### src/rtl/dcim_macro_driver.sv
// rtl/dcim_macro_driver.sv - host-side command/response driver for the DCIM macro
module dcim_macro_driver #(
    parameter int WR_CYC  = 2,
    parameter int RES_DLY = 1,
    parameter int TIMEOUT = 64
) (
    input  logic         clk,
    input  logic         rst,
    input  logic         w_valid,
    output logic         w_ready,
    input  logic [23:0]  w_data,
    input  logic [7:0]   w_addr,
    input  logic         w_bank,
    input  logic         c_valid,
    output logic         c_ready,
    input  logic [191:0] c_xin,
    input  logic         c_bank,
    input  logic         c_inwidth,
    input  logic         c_wwidth,
    input  logic         c_acc,
    output logic         r_valid,
    input  logic         r_ready,
    output logic [50:0]  r_data,
    output logic         r_err,
    output logic [23:0]  m_D,
    output logic [7:0]   m_WA,
    output logic         m_cima,
    output logic         m_start,
    output logic [191:0] m_xin0,
    output logic         m_inwidth,
    output logic         m_wwidth,
    output logic         m_acm_en,
    input  logic [50:0]  m_nout,
    input  logic         m_st
);

    localparam int CW = $clog2(WR_CYC + RES_DLY + TIMEOUT + 1);

    typedef enum logic [2:0] {
        S_IDLE,
        S_WRITE,
        S_START,
        S_BUSY,
        S_CAPTURE,
        S_RESP
    } state_t;

    state_t        state;
    state_t        state_n;
    logic [CW-1:0] cnt;
    logic          w_take;
    logic          c_take;
    logic          cap_take;
    logic          tmo_take;

    // One shared counter: cleared on every state change, saturates while a state persists.
    always_ff @(posedge clk or posedge rst) begin
        if (rst) begin
            state <= S_IDLE;
            cnt   <= '0;
        end else begin
            state <= state_n;
            if (state_n != state) begin
                cnt <= '0;
            end else if (cnt != {CW{1'b1}}) begin
                cnt <= cnt + CW'(1);
            end
        end
    end

    always_comb begin
        state_n  = state;
        w_ready  = 1'b0;
        c_ready  = 1'b0;
        r_valid  = 1'b0;
        m_start  = 1'b0;
        w_take   = 1'b0;
        c_take   = 1'b0;
        cap_take = 1'b0;
        tmo_take = 1'b0;
        case (state)
            S_IDLE: begin
                // Compute has priority; a write is only offered when no compute is pending.
                c_ready = !rst;
                w_ready = !rst && !c_valid;
                if (c_valid && c_ready) begin
                    c_take  = 1'b1;
                    state_n = S_START;
                end else if (w_valid && w_ready) begin
                    w_take  = 1'b1;
                    state_n = S_WRITE;
                end
            end
            S_WRITE: begin
                if (cnt == CW'(WR_CYC - 1)) begin
                    state_n = S_IDLE;
                end
            end
            S_START: begin
                m_start = 1'b1;
                state_n = S_BUSY;
            end
            S_BUSY: begin
                if (m_st) begin
                    if (RES_DLY == 0) begin
                        cap_take = 1'b1;
                        state_n  = S_RESP;
                    end else begin
                        state_n  = S_CAPTURE;
                    end
                end else if (cnt == CW'(TIMEOUT - 1)) begin
                    tmo_take = 1'b1;
                    state_n  = S_RESP;
                end
            end
            S_CAPTURE: begin
                if (cnt == CW'(RES_DLY - 1)) begin
                    cap_take = 1'b1;
                    state_n  = S_RESP;
                end
            end
            S_RESP: begin
                r_valid = 1'b1;
                if (r_ready) begin
                    state_n = S_IDLE;
                end
            end
            default: begin
                state_n = S_IDLE;
            end
        endcase
    end

    // Macro pins only change on command accept, so they stay put through WRITE/BUSY and after.
    always_ff @(posedge clk or posedge rst) begin
        if (rst) begin
            m_D       <= '0;
            m_WA      <= '0;
            m_cima    <= 1'b0;
            m_xin0    <= '0;
            m_inwidth <= 1'b0;
            m_wwidth  <= 1'b0;
            m_acm_en  <= 1'b0;
            r_data    <= '0;
            r_err     <= 1'b0;
        end else begin
            if (w_take) begin
                m_D    <= w_data;
                m_WA   <= w_addr;
                m_cima <= w_bank;
            end
            if (c_take) begin
                m_xin0    <= c_xin;
                m_cima    <= c_bank;
                m_inwidth <= c_inwidth;
                m_wwidth  <= c_wwidth;
                m_acm_en  <= c_acc;
            end
            if (cap_take) begin
                r_data <= m_nout;
                r_err  <= 1'b0;
            end
            if (tmo_take) begin
                r_data <= '0;
                r_err  <= 1'b1;
            end
        end
    end

endmodule

### config.mk
export PLATFORM = sky130hd
export DESIGN_NAME = dcim_macro_driver
export DESIGN_NICKNAME = d
export VERILOG_FILES = /design/src/rtl/dcim_macro_driver.sv
export SDC_FILE = /design/constraint.sdc
export NUM_CORES = 1
export LEC_CHECK = 0
export CAP_MARGIN = 5
export CORE_AREA = 2 2 222 224
export DETAILED_ROUTE_END_ITERATION = 10
export DIE_AREA = 0 0 224 226
export SYNTH_ARGS = -nofsm -noshare
export SYNTH_HDL_FRONTEND = slang
export SYNTH_SLANG_ARGS = --single-unit
### constraint.sdc
create_clock -name clk -period 8.3 [get_ports clk]
set_input_delay 0.83 -clock clk [delete_from_list [all_inputs] [get_ports clk]]
set_output_delay 0.83 -clock clk [all_outputs]
set_load 0.005 [all_outputs]
==> flow_metrics.env <==
export IMPL_synth_edf_count=0
export IMPL_leakage_nw=8.73
export IMPL_period_minus_slack_ns=3.35
export IMPL_drc=0
export IMPL_io_buffer_count=569
export IMPL_clock_fmax_ghz=0.298
export IMPL_die_x_um=224
export IMPL_synth_seq_cells=290
export IMPL_worstPathArrival_ns=2.52
export IMPL_cts_tree="yes"
export IMPL_antenna_cells=0
export IMPL_p_int_mw=4.63
export IMPL_wl_um=38800
export IMPL_worst_r2r_path_depth=5
export IMPL_synthToLayoutAreaGrowth_pct=65.6
export IMPL_dp_worst_setup_slack_ns=4.91
export IMPL_power_share_sequential_pct=36.7
export IMPL_postCtsSetupBuffers=0
export IMPL_grt_overflow_total=0
export IMPL_layout_drive_gt1_share_pct=6.14
export IMPL_synth_cell_types=35
export IMPL_combPwrFrac_pct=38.7
export IMPL_finalSetupTns_ns=0
export IMPL_min_path_cells=2
export IMPL_synth_cells=1195
export IMPL_clk_pin_slew_ns=0.05
export IMPL_crit_fanout=5
export IMPL_r2r_slack_ns=5.41
export IMPL_drt_iter0_drc=453
export IMPL_numCtsBuffers=37
export IMPL_switchingPower_mw=2.04
export IMPL_dominantRegCellSynth="dfrtp_1"
export IMPL_r2r_start="cnt[3]"
export IMPL_wl_per_cell_um=16.2
export IMPL_r2r_end="cnt[4]"
export IMPL_grt_pass1_wl_um=58000
export IMPL_pwr_share_clk_pct=24.6
export IMPL_run_status="finished clean"
export IMPL_layout_setup_ws_ns=4.95
export IMPL_ant_nets=0
export IMPL_end_kind="output port"
export IMPL_clock_sinks=290
export IMPL_core_area_mm2=0.0483
export IMPL_skew_ns=0.0140
export IMPL_crit_required_ns=7.47
export IMPL_start_kind="input port"
export IMPL_cts_buffer_depth=3
export IMPL_ir_drop_uv=185
export IMPL_cap_violations=0
export IMPL_final_area_mm2=0.0187
export IMPL_syn_mean_instance_area_um2=9.47
export IMPL_path_class="in2out"
export IMPL_timing_final_crit_share_pct=40.4
export IMPL_synth_most_common_cell="nand2_1"
export IMPL_p_sw_share_pct=30.6
export IMPL_rsz0062_at_grt="false"
export IMPL_vias=9936
export IMPL_grt_max_degree=156
export IMPL_synthArstFlopShare_pct=100
export IMPL_io_pins=570
export IMPL_yosys_area_top_type="dfrtp_1"
export IMPL_p_per_area_mw_per_mm2=356
export IMPL_antenna_found_initial=1
export IMPL_synth_top_area_share_pct=64.1
export IMPL_synth_common_cells="nand2_1, dfrtp_1, a21oi_1, buf_2, mux2_2"
export IMPL_place_gp_congestion=0.773
export IMPL_tightest_slew_ns=1.16
export IMPL_synthTopCellsByArea="dfrtp_1, nand2_1, mux2_2"
export IMPL_clockRootBuffer="clkbuf_16"
export IMPL_vias_per_cell=4.15
export IMPL_yosysWarnings=0
export IMPL_rows=81
export IMPL_first_global_vias=10207
export IMPL_hp_class="reg2reg"
export IMPL_htreeDepth=2
export IMPL_dieArea_mm2=0.0506
export IMPL_dp_hpwl_um=27400
export IMPL_fin_nets=2036
export IMPL_cts_resized_gates=0
export IMPL_grt_use_total_pct=14.6
export IMPL_hold_viol_final=0
export IMPL_p_total_mw=6.67
export IMPL_min_to="m_xin0[117]"
export IMPL_finalMaxSlewViolations=0
export IMPL_place_area_mm2=0.0175
export IMPL_worstHoldStart="m_xin0[117]"
export IMPL_yosysSeqAreaShare_pct=64.1
export IMPL_clk_latency_ns=0.54
export IMPL_start_util_pct=23.4
export IMPL_whs_ns=0.471
export IMPL_setup_viol=0
export IMPL_syn_area_mm2=0.0113
export IMPL_syn_num_nets=1484
export IMPL_fp_dieH_um=226
export IMPL_first_pass_iters=4
export IMPL_relSlewSlack_pct=22.7
export IMPL_cts_hold_buffers=0
## power groups by stage
stage                     clock network [mW]  logic, mW  registers [mW]
after global routing                    1.76       2.82            2.54
final                                   1.64       2.58            2.45
after global placement                     0       2.59            2.44
after floorplan                            0      0.851            2.48
after detailed placement                   0       2.62            2.46
after CTS                               1.71       2.63            2.45
## worst max path at each step
| stage | startpoint | endpoint | slack [ns] | depth (start not counted) |
|---|---|---|---|---|
| after floorplan | rst | cnt[0] | 3.62 | 1 |
| after CTS | rst | w_ready | 4.94 | 4 |
| after detailed placement | rst | m_xin0[167] | 4.91 | 6 |
| after global placement | rst | m_xin0[66] | 4.99 | 6 |
| after global routing | rst | w_ready | 4.86 | 4 |
| final | rst | w_ready | 4.95 | 4 |
## sequential cells by signal (all words and copies together) (netlist names)
signal and flops:
state 3, m_WA 8, m_wwidth 1, cnt 7, m_D 24, m_xin0 192
r_data 51, m_acm_en 1, m_cima 1, m_inwidth 1, r_err 1
## per-stage QoR
step | std cells | util (%)
after global placement | 2330 | 36.2
after floorplan | 1195 | -
final | 2396 | 38.8
after CTS | 2396 | 38.8
after detailed placement | 2330 | 36.2
after global routing | 2396 | 38.8
## worst max-delay path, cell delays in order
cell	delay [ns]
clkdlybuf4s50_1	0.51
nor4_4	0.42
nor2b_1	0.23
clkdlybuf4s50_1	0.53
## layout by cell type (no fill, tap or decap), types with 5 or more instances in the layout
cell type,netlist,routed
a21oi_1,53,53
inv_1,7,6
nor2_1,8,8
nand2_1,697,696
clkinvlp_4,0,5
dfrtp_1,290,290
clkbuf_16,0,39
mux2_2,30,30
buf_4,2,7
clkbuf_1,13,9
o21ai_0,6,6
nand3_1,6,5
clkbuf_8,0,6
clkdlybuf4s50_1,0,569
## metal layers
layer | track usage, % | wire [µm] | up-vias
met1 | 16.9 | 15400 | 4745
met2 | 25.7 | 19700 | 310
met5 | 0 | 13 | -
li1 | - | - | 4808
met4 | 5.55 | 1170 | 2
met3 | 4.10 | 2460 | 71
## cell families (layout without fill, tap and decap cells)
group | Yosys count | count (layout) | synth area share (%)
xor gates and xnor gates | 1 | 1 | 0.0774
and+or+nand+nor | 729 | 729 | 25.1
muxes | 34 | 34 | 3.36
AOI/OAI and AO/OA | 67 | 67 | 3.34
buffers and inverters | 71 | 650 | 3.74
adders and majority gates | 3 | 3 | 0.332
DFF | 290 | 290 | 64.1
## cell type report
class,instances,area (µm²)
Tap cell,622,778
Multi-Input combinational cell,834,3670
Fill cell,4802,29600
Inverter,7,30.0
Clock inverter,12,153
Timing Repair Buffer,577,5770
Sequential cell,290,7260
Clock buffer,54,1090
Power figures use the tool's default switching activity.
